File: config.mk
export PLATFORM = sky130hd
export DESIGN_NAME = lcd_bus_responder_flat
export DESIGN_NICKNAME = d
export VERILOG_FILES = /design/src/rtl/lcd_bus_responder_if.sv /design/src/rtl/lcd_bus_responder.sv /design/src/flat_wrapper.sv
export SDC_FILE = /design/constraint.sdc
export NUM_CORES = 1
export LEC_CHECK = 0
export BUFFER_PORTS_ARGS = -buffer_cell sky130_fd_sc_hd__buf_2
export CORE_ASPECT_RATIO = 1.4
export CORE_MARGIN = 4
export CORE_UTILIZATION = 57
export DETAILED_ROUTE_END_ITERATION = 10
export PLACE_DENSITY = 0.75
export SLEW_MARGIN = 40
export SYNTH_ARGS = -nofsm -noshare
export SYNTH_HDL_FRONTEND = slang
export SYNTH_SLANG_ARGS = --single-unit
File: constraint.sdc
create_clock -name i_clk -period 5.95 [get_ports i_clk]
set_input_delay 0.595 -clock i_clk [delete_from_list [all_inputs] [get_ports i_clk]]
set_output_delay 0.595 -clock i_clk [all_outputs]
set_load 0.03 [all_outputs]
File: src/rtl/lcd_bus_responder_if.sv
// HD44780-style 8-bit LCD bus between controller (master)
// and the on-chip responder (slave).
interface lcd_bus_responder_if #(
  parameter int SIZE_DATA = 8
);
  logic [SIZE_DATA-1:0] i_LCD_DATA;
  logic                 i_LCD_E;
  logic                 i_LCD_RW;
  logic                 i_LCD_RS;
  logic                 i_LCD_ON;
  logic [SIZE_DATA-1:0] o_LCD_DATA;
  logic                 o_LCD_DATA_OE;

  modport master (
    output i_LCD_DATA,
    output i_LCD_E,
    output i_LCD_RW,
    output i_LCD_RS,
    output i_LCD_ON,
    input  o_LCD_DATA,
    input  o_LCD_DATA_OE
  );

  modport slave (
    input  i_LCD_DATA,
    input  i_LCD_E,
    input  i_LCD_RW,
    input  i_LCD_RS,
    input  i_LCD_ON,
    output o_LCD_DATA,
    output o_LCD_DATA_OE
  );
endinterface

File: src/rtl/lcd_bus_responder.sv
// LCD bus responder: decodes E/RS/RW cycles, models DDRAM,
// address counter, entry mode, display-on and busy flag.
module lcd_bus_responder #(
  parameter int SIZE_DATA    = 8,
  parameter int BUSY_CYC_CMD = 2000,
  parameter int BUSY_CYC_CLR = 82000
) (
  input  logic                 i_clk,
  input  logic                 i_rst_n,
  lcd_bus_responder_if.slave   bus,
  output logic                 o_wr_valid,
  output logic                 o_wr_rs,
  output logic [SIZE_DATA-1:0] o_wr_data,
  output logic [6:0]           o_ddram_addr,
  output logic                 o_busy,
  output logic                 o_disp_on,
  output logic                 o_proto_err
);
  localparam int CW = $clog2(BUSY_CYC_CLR + 1);
  localparam logic [CW-1:0] N_CMD = CW'(BUSY_CYC_CMD);
  localparam logic [CW-1:0] N_CLR = CW'(BUSY_CYC_CLR);
  localparam logic [SIZE_DATA-1:0] BLANK =
    SIZE_DATA'(8'h20);

  typedef enum logic {
    CLR_IDLE,
    CLR_FILL
  } clr_st_e;

  logic                 e_q, rs_q, rw_q;
  logic [SIZE_DATA-1:0] data_q;
  logic [CW-1:0]        busy_cnt_q, busy_cnt_d;
  logic [6:0]           addr_q, addr_d;
  logic                 id_q, id_d;
  logic                 disp_q, disp_d;
  logic                 wr_valid_q, wr_valid_d;
  logic                 wr_rs_q, wr_rs_d;
  logic [SIZE_DATA-1:0] wr_data_q, wr_data_d;
  logic                 err_q, err_d;
  logic                 oe_q, oe_d;
  logic [SIZE_DATA-1:0] rdata_q, rdata_d;
  clr_st_e              clr_st_q, clr_st_d;
  logic [6:0]           clr_idx_q, clr_idx_d;

  logic [SIZE_DATA-1:0] mem [0:127];
  logic                 mem_we;
  logic [6:0]           mem_wa;
  logic [SIZE_DATA-1:0] mem_wd;

  logic busy;
  logic fall;

  assign busy = (busy_cnt_q != '0);
  assign fall = e_q & ~bus.i_LCD_E & bus.i_LCD_ON;

  // Two display lines: 0x00-0x27 and 0x40-0x67 wrap into each other
  function automatic logic [6:0] step_addr(
    input logic [6:0] a,
    input logic       inc
  );
    logic [6:0] r;
    if (inc) begin
      unique case (a)
        7'h27:   r = 7'h40;
        7'h67:   r = 7'h00;
        default: r = a + 7'd1;
      endcase
    end else begin
      unique case (a)
        7'h40:   r = 7'h27;
        7'h00:   r = 7'h67;
        default: r = a - 7'd1;
      endcase
    end
    return r;
  endfunction

  always_comb begin
    busy_cnt_d = busy_cnt_q - CW'(busy);
    addr_d     = addr_q;
    id_d       = id_q;
    disp_d     = disp_q;
    wr_valid_d = 1'b0;
    wr_rs_d    = wr_rs_q;
    wr_data_d  = wr_data_q;
    err_d      = 1'b0;
    clr_st_d   = clr_st_q;
    clr_idx_d  = clr_idx_q;
    mem_we     = 1'b0;
    mem_wa     = addr_q;
    mem_wd     = data_q;
    oe_d       = bus.i_LCD_E & bus.i_LCD_RW &
                 bus.i_LCD_ON;
    rdata_d    = bus.i_LCD_RS ? mem[addr_q] :
                 SIZE_DATA'({busy, addr_q});

    // Blank fill overlaps the busy window, so it never
    // collides with an accepted data write.
    unique case (clr_st_q)
      CLR_FILL: begin
        mem_we    = 1'b1;
        mem_wa    = clr_idx_q;
        mem_wd    = BLANK;
        clr_idx_d = clr_idx_q + 7'd1;
        if (clr_idx_q == 7'h7F) clr_st_d = CLR_IDLE;
      end
      default: begin
      end
    endcase

    if (fall) begin
      if (!rw_q) begin
        if (busy) begin
          err_d = 1'b1;
        end else begin
          wr_valid_d = 1'b1;
          wr_rs_d    = rs_q;
          wr_data_d  = data_q;
          busy_cnt_d = N_CMD;
          if (rs_q) begin
            mem_we = 1'b1;
            mem_wa = addr_q;
            mem_wd = data_q;
            addr_d = step_addr(addr_q, id_q);
          end else begin
            unique case (1'b1)
              data_q[7]: addr_d = data_q[6:0];
              (data_q[7:3] == 5'b00001):
                disp_d = data_q[2];
              (data_q[7:2] == 6'b000001):
                id_d = data_q[1];
              (data_q[7:1] == 7'b0000001): begin
                addr_d     = '0;
                busy_cnt_d = N_CLR;
              end
              (data_q[7:0] == 8'h01): begin
                addr_d     = '0;
                id_d       = 1'b1;
                busy_cnt_d = N_CLR;
                clr_st_d   = CLR_FILL;
                clr_idx_d  = '0;
              end
              default: begin
              end
            endcase
          end
        end
      end else if (rs_q) begin
        if (busy) err_d = 1'b1;
        else addr_d = step_addr(addr_q, id_q);
      end
    end
  end

  always_ff @(posedge i_clk) begin
    if (!i_rst_n) begin
      e_q        <= 1'b0;
      rs_q       <= 1'b0;
      rw_q       <= 1'b0;
      data_q     <= '0;
      busy_cnt_q <= '0;
      addr_q     <= '0;
      id_q       <= 1'b1;
      disp_q     <= 1'b0;
      wr_valid_q <= 1'b0;
      wr_rs_q    <= 1'b0;
      wr_data_q  <= '0;
      err_q      <= 1'b0;
      oe_q       <= 1'b0;
      rdata_q    <= '0;
      clr_st_q   <= CLR_IDLE;
      clr_idx_q  <= '0;
    end else begin
      e_q        <= bus.i_LCD_E;
      rs_q       <= bus.i_LCD_RS;
      rw_q       <= bus.i_LCD_RW;
      data_q     <= bus.i_LCD_DATA;
      busy_cnt_q <= busy_cnt_d;
      addr_q     <= addr_d;
      id_q       <= id_d;
      disp_q     <= disp_d;
      wr_valid_q <= wr_valid_d;
      wr_rs_q    <= wr_rs_d;
      wr_data_q  <= wr_data_d;
      err_q      <= err_d;
      oe_q       <= oe_d;
      rdata_q    <= rdata_d;
      clr_st_q   <= clr_st_d;
      clr_idx_q  <= clr_idx_d;
    end
  end

  always_ff @(posedge i_clk) begin
    if (mem_we) mem[mem_wa] <= mem_wd;
  end

  assign o_wr_valid        = wr_valid_q;
  assign o_wr_rs           = wr_rs_q;
  assign o_wr_data         = wr_data_q;
  assign o_ddram_addr      = addr_q;
  assign o_busy            = busy;
  assign o_disp_on         = disp_q;
  assign o_proto_err       = err_q;
  assign bus.o_LCD_DATA    = rdata_q;
  assign bus.o_LCD_DATA_OE = oe_q;
endmodule

File: src/flat_wrapper.sv
// flat-port wrapper written by rule: the top's interface ports become plain ports
module lcd_bus_responder_flat 
#(
  parameter int SIZE_DATA    = 8,
  parameter int BUSY_CYC_CMD = 2000,
  parameter int BUSY_CYC_CLR = 82000
)
  (i_clk, i_rst_n, o_wr_valid, o_wr_rs, o_wr_data, o_ddram_addr, o_busy, o_disp_on, o_proto_err, bus_i_LCD_DATA, bus_i_LCD_E, bus_i_LCD_RW, bus_i_LCD_RS, bus_i_LCD_ON, bus_o_LCD_DATA, bus_o_LCD_DATA_OE);
  lcd_bus_responder_if #(.SIZE_DATA(SIZE_DATA)) bus_i ();
  input  logic i_clk;
  input  logic i_rst_n;
  output logic o_wr_valid;
  output logic o_wr_rs;
  output logic [SIZE_DATA-1:0] o_wr_data;
  output logic [6:0] o_ddram_addr;
  output logic o_busy;
  output logic o_disp_on;
  output logic o_proto_err;
  input wire logic [$bits(bus_i.i_LCD_DATA)-1:0] bus_i_LCD_DATA;
  input wire logic [$bits(bus_i.i_LCD_E)-1:0] bus_i_LCD_E;
  input wire logic [$bits(bus_i.i_LCD_RW)-1:0] bus_i_LCD_RW;
  input wire logic [$bits(bus_i.i_LCD_RS)-1:0] bus_i_LCD_RS;
  input wire logic [$bits(bus_i.i_LCD_ON)-1:0] bus_i_LCD_ON;
  output wire logic [$bits(bus_i.o_LCD_DATA)-1:0] bus_o_LCD_DATA;
  output wire logic [$bits(bus_i.o_LCD_DATA_OE)-1:0] bus_o_LCD_DATA_OE;
  assign bus_i.i_LCD_DATA = bus_i_LCD_DATA;
  assign bus_i.i_LCD_E = bus_i_LCD_E;
  assign bus_i.i_LCD_RW = bus_i_LCD_RW;
  assign bus_i.i_LCD_RS = bus_i_LCD_RS;
  assign bus_i.i_LCD_ON = bus_i_LCD_ON;
  assign bus_o_LCD_DATA = bus_i.o_LCD_DATA;
  assign bus_o_LCD_DATA_OE = bus_i.o_LCD_DATA_OE;
  lcd_bus_responder #(.SIZE_DATA(SIZE_DATA), .BUSY_CYC_CMD(BUSY_CYC_CMD), .BUSY_CYC_CLR(BUSY_CYC_CLR)) u_core (.i_clk(i_clk), .i_rst_n(i_rst_n), .bus(bus_i), .o_wr_valid(o_wr_valid), .o_wr_rs(o_wr_rs), .o_wr_data(o_wr_data), .o_ddram_addr(o_ddram_addr), .o_busy(o_busy), .o_disp_on(o_disp_on), .o_proto_err(o_proto_err));
endmodule
Yosys cells after proc, flatten, opt, wreduce, memory -nomap -nowiden:

Memories as Yosys holds them, arrays and structs flattened. A register that Yosys moved wholly into a read port is not among the register bits.
Cells that the tools add are included.

* bits in writable memories: 1024
* flip-flop bits (word level): 65
* memories: 1
* bits of input ports: 14
* word-level logic and storage cells: 105
* output and inout port bits: 29

Memory list
* u_core.mem: words 128, width 8, rd ports 1, clocked after memory_dff 1, wr ports 1, line lcd_bus_responder.sv:45 `logic [SIZE_DATA-1:0] mem [0:127];`

* mux-type cells: 52
* bitwise logic cells: 10
* reduce and logical (&&, ||, !) cells: 11
* $add $sub $neg: 4
* equality and inequality tests: 11

Operator list (number)
* 7-bit 2-to-1 mux: 19
* 17-bit 2-to-1 mux: 5
* 8-bit 2-to-1 mux: 6
* 7-bit case mux with 2 select lines: 3
* 7-bit equality test (second input constant): 3
* 1-bit 2-to-1 mux: 18
* 17-bit nonzero test: 1
* 17-bit by 1-bit subtractor with 17-bit output: 1
* 5-bit AND reduction: 3
* 7-bit by 1-bit adder with 7-bit output (second input constant): 2
* 8-bit by 1-bit equality test with 1-bit output (second input constant): 1
* 7-bit by 1-bit equality test with 1-bit output (second input constant): 1
* 7-bit by 6-bit equality test with 1-bit output (second input constant): 1
* 7-bit zero test: 1
* 7-bit by 1-bit subtractor with 7-bit output (second input constant): 1
* 6-bit by 1-bit equality test with 1-bit output (second input constant): 1
* 1-bit inverter: 6
* 5-bit by 1-bit equality test with 1-bit output (second input constant): 1
* 1-bit bitwise AND: 4
* 2-bit by 1-bit inequality test with 1-bit output (second input constant): 2
* 3-bit AND reduction: 1
* 3-bit nonzero test: 1
* 3-bit OR reduction: 1
* 2-bit inequality test (second input constant): 1
* 4 further kinds: 4

Logic depth before layout (Yosys ltp):

* word-level depth: 8
* depth in mapped cells: 11
* mapped depth without buffers: 9

Worst setup path before layout:

No wires, ideal clock.

* kind: reg-to-reg
* start: register u_core.busy_cnt_q[11]
* end: memory u_core.mem[0][7] (data pin)
* data arrival time: 5.055 ns
* library setup time: 0.890 ns
* path buffers: 0
* setup slack: 0.005 ns
* clock period less this slack: 5.945 ns
* stages on the path, launching flop included: 5
* required time: 5.060 ns
* cells stage by stage: dfxtp_1 -> or4_4 -> nor3_1 -> nand4_2 -> a21oi_1

* cells in the longest elaborated chain, start to end: 4

RTL lines
* start, declared: line lcd_bus_responder.sv:32 `logic [CW-1:0] busy_cnt_q, busy_cnt_d;`
* start signal, assigned: line lcd_bus_responder.sv:178 `busy_cnt_q <= busy_cnt_d;`
* 17-bit nonzero test: line lcd_bus_responder.sv:53 `assign busy = (busy_cnt_q != '0);`
* 8-bit 2-to-1 mux: line lcd_bus_responder.sv:113 `if (busy) begin`
* 8-bit 2-to-1 mux: line lcd_bus_responder.sv:112 `if (!rw_q) begin`
* 8-bit 2-to-1 mux: line lcd_bus_responder.sv:111 `if (fall) begin`
* via u_core.mem_wd[7]: line lcd_bus_responder.sv:48 `logic [SIZE_DATA-1:0] mem_wd;`
* end, declared: line lcd_bus_responder.sv:45

The timed path passes the listed nets, and every way through them passes these cells.

Final worst setup path:

* start: register u_core.busy_cnt_q[11]
* end: memory u_core.mem[53][2] (enable)

* cells in the longest elaborated chain, start to end: 6
* elaborated cells on any way between the ends: 9
* those cells by class: 8 x mux; 1 x reduce/logical

RTL lines
* 17-bit nonzero test *: line lcd_bus_responder.sv:53
* 1-bit 2-to-1 mux: line lcd_bus_responder.sv:113
* 1-bit 2-to-1 mux: line lcd_bus_responder.sv:112
* 1-bit 2-to-1 mux: line lcd_bus_responder.sv:111
* 1-bit 2-to-1 mux: line lcd_bus_responder.sv:194 `if (mem_we) mem[mem_wa] <= mem_wd;`
* 1-bit 2-to-1 mux (implied by the code): line lcd_bus_responder.sv:194

Every way passes the cells marked *; elsewhere a longest branch is shown, timed or not.

==> run summary <==
outcome: complete, no violations
Layout Area Growth over Synthesis: 11.1%
cell total after placement: 3148
Clock Tree Root: clkbuf_16
clk buf depth: 3
Slew Limit Fails: 0
total core area: 75000 sq um
P_int: 12.2 mW
drt wl/cell: 31.4 microns
Layout fillers: 4969
Final Non-Filler Cells: 3326
max-cap violation count: 0
Worst Setup Path Type: flop to flop
drt first-iter violations: 2699
Critical Path End Type: flop
FP Rows: 119
multi-input logic area: 10500 sq um
Worst EP arrival: 4.79 ns
DR pass1 iterations: 6
synthesized area: 43100 sq um
Slew HR: 43.9%
HPWL Detailed: 66100 microns
CTS clk-pin slew, worst paths: 0.06 ns
cts hold-fix bufs: 0
synth cell count leaders: edfxtp_1 (1024), mux4_2 (269), nor2_1 (166)
R2R setup slack: 1.44 ns
post-CTS setup buffers: 0
Syn Inst Count: 2207
Synth area leaders: edfxtp_1 (71%), mux4_2 (14%), dfxtp_1 (3.3%), nor2_1 (1.4%), mux2i_1 (0.79%)
clock share of power: 40.8%
final setup vio count: 0
Chip Width: 240 microns
worst hold path class: primary input to flop
die area: 80100 sq um
LEAKAGE: 14.6 nW
I/O pin count: 43
CTS tree: done
clock latency on the worst-skew pair: 0.67 ns
maximum clock rate: 222 MHz
Primary FF master, synth: edfxtp_1
global-route wire length before repair: 154000 microns
Setup crit start kind: flop
DRC viols: 0
PD cells: 322 nW/um^2
layout cells sized above 1: 24.8%
Antenna Violating Nets Remaining: 0
sequential power share: 55.2%
initial antenna violation count: 1
post-synth cell types: 60
pin count of the biggest net entering global routing: 115
WP data required: 6.23 ns
Net Count, Synth: 2227
setup TNS after final layout: 0 ns
gpl congestion: 0.906
most common cell in the netlist: edfxtp_1
Post-synth EDFFs: 1024
Resize count post-CTS: 0
Routed WL: 104000 microns
period utilisation layout: 75.8%
CTS Sinks: 1096
Buffers on Ports: 42
actual slew at the worst max-slew pin: 0.833 ns
vias post-DR: 22237
Final nets: 2299
Comb pwr share: 4.0%
Final Skew: 0.0354 ns
chip height: 333 microns
Synth top area share: 71.4%
Hold Violations, Final: 0
Yosys warning total: 0
H-tree depth: 3
vias in the first global route: 22607
Sw Ratio: 20.6%
Peak VDD IR: 0.499 mV
total area of sequential cells: 32200 sq um
Avg Inst Size Synth: 19.5 sq um
GRT Total Usage: 26.3%
RSZ-0062 raised after global routing: false
number of synthesized register bits: 1096
Total Power: 15.4 mW
FFs w/ async S/R, synth: 0%
gr ovfl total: 0
critical path peak fanout: 33
Sw Pwr: 3.18 mW
Num CTS Buffers: 94
Starting Density: 57.4%
Seq/Total Area, Yosys: 74.8%
min Tclk post-route: 4.51 ns
cell taking the most area after synthesis: edfxtp_1
drt via density: 6.69
-- critical path, stage by stage (launching register included) --
cell and delay (ns):
dfxtp_1 0.35, or4_4 0.57, or3_4 0.41, o41ai_4 0.32, buf_4 0.48, mux2i_1 0.74
nand2_1 0.52, nor2_1 0.70
-- worst paths after layout --
| check | depth (start not counted) | to | startpoint |
|---|---|---|---|
| worst max-delay path | 7 | u_core.mem[53][2] | u_core.busy_cnt_q[11] |
| worst min-delay path | 2 | u_core.data_q[7] | bus_i_LCD_DATA[7] |
| worst max register to register | 7 | u_core.mem[53][2] | u_core.busy_cnt_q[11] |
| worst min register to register | 2 | u_core.o_wr_data[0] | u_core.o_wr_data[0] |
-- per-layer routing --
metal | part of all wire [%] | track usage, % | up-vias | wire (microns)
met3 | 7.4 | 3.67 | 264 | 7680
met2 | 52 | 44.1 | 1217 | 53900
li1 | - | - | 9141 | -
met4 | 5.8 | 13.7 | 0 | 6090
met5 | 0 | 0 | - | 0
met1 | 35 | 33.9 | 11615 | 36700
-- flip-flops by register name (all words and copies together), names as in the netlist, named ones only --
signal	cells
u_core.o_proto_err	1
u_core.bus.o_LCD_DATA	8
u_core.mem	1024
u_core.o_wr_data	8
u_core.rw_q	1
u_core.o_wr_valid	1
u_core.o_disp_on	1
u_core.rs_q	1
u_core.o_ddram_addr	7
u_core.o_wr_rs	1
u_core.clr_st_q	1
u_core.busy_cnt_q	17
u_core.data_q	8
u_core.e_q	1
u_core.id_q	1
u_core.clr_idx_q	7
u_core.bus.o_LCD_DATA_OE	1
-- stage by stage --
step           setup slack (ns)  hold slack, ns  area, sq um  util (%)
6_report                   1.44           0.132        47900      63.8
3_5_place_dp               1.54           0.452        44600      59.4
5_1_grt                    1.27           0.123        47900      63.8
3_3_place_gp               1.63           0.452        44400      59.2
4_1_cts                    1.52           0.108        47700      63.6
2_1_floorplan           0.00536           0.448        43100         -
-- kinds of logic (layout without fill, tap and decap cells) --
group | after synthesis | after routing | synth area share, %
AND/OR/NAND/NOR | 444 | 444 | 4.88
multiplexers | 326 | 326 | 15.5
buffers and inverters | 125 | 275 | 1.22
XOR/XNOR | 22 | 22 | 0.448
adder cells (fa/ha/maj) | 6 | 6 | 0.174
flip-flops | 1096 | 1096 | 74.8
other | 0 | 1 | 0
AO/OA/AOI/OAI | 188 | 188 | 3.02
-- power groups by stage --
stage	Sequential, mW	Clock (mW)	Combinational [mW]
floorplan	8.68	0	0.389
global placement	8.67	0	0.571
detailed placement	8.68	0	0.600
CTS	8.51	6.33	0.605
global route	8.51	6.67	0.657
finish	8.51	6.29	0.612
-- placed cells by master (no fill, tap or decap), types with 11 or more instances in the layout --
| cell | instances |
|---|---|
| bufinv_16 | 11 |
| a22oi_1 | 17 |
| a21oi_1 | 44 |
| clkbuf_16 | 100 |
| nor2b_1 | 24 |
| xnor2_1 | 11 |
| dfxtp_1 | 68 |
| mux2_2 | 20 |
| buf_12 | 12 |
| buf_4 | 35 |
| clkbuf_1 | 15 |
| xor2_1 | 11 |
| and2_1 | 15 |
| nand2_1 | 87 |
| a22o_1 | 13 |
| nor2_2 | 20 |
| mux2i_1 | 33 |
| buf_2 | 42 |
| a211oi_1 | 20 |
| nor2_1 | 146 |
| nand2b_1 | 18 |
| mux4_2 | 269 |
| clkinv_1 | 21 |
| o22ai_1 | 20 |
| or3_1 | 11 |
| a221oi_1 | 18 |
| o21ai_0 | 24 |
| nor3_1 | 50 |
| clkinv_2 | 15 |
| nand3_1 | 16 |
| edfxtp_1 | 1024 |
-- final cells by class --
cell class | instances | share of cell area [%]
flip-flops and latches | 1096 | 67.3
multi-input cells | 986 | 21.9
clock buffers | 117 | 5.39
well taps | 968 | 2.53
repair buffers | 91 | 1.55
clock inverters | 57 | 1.22
inverters | 10 | 0.0784
diodes | 1 | 0.00523
Note: power is estimated with default switching activity, not from simulation.
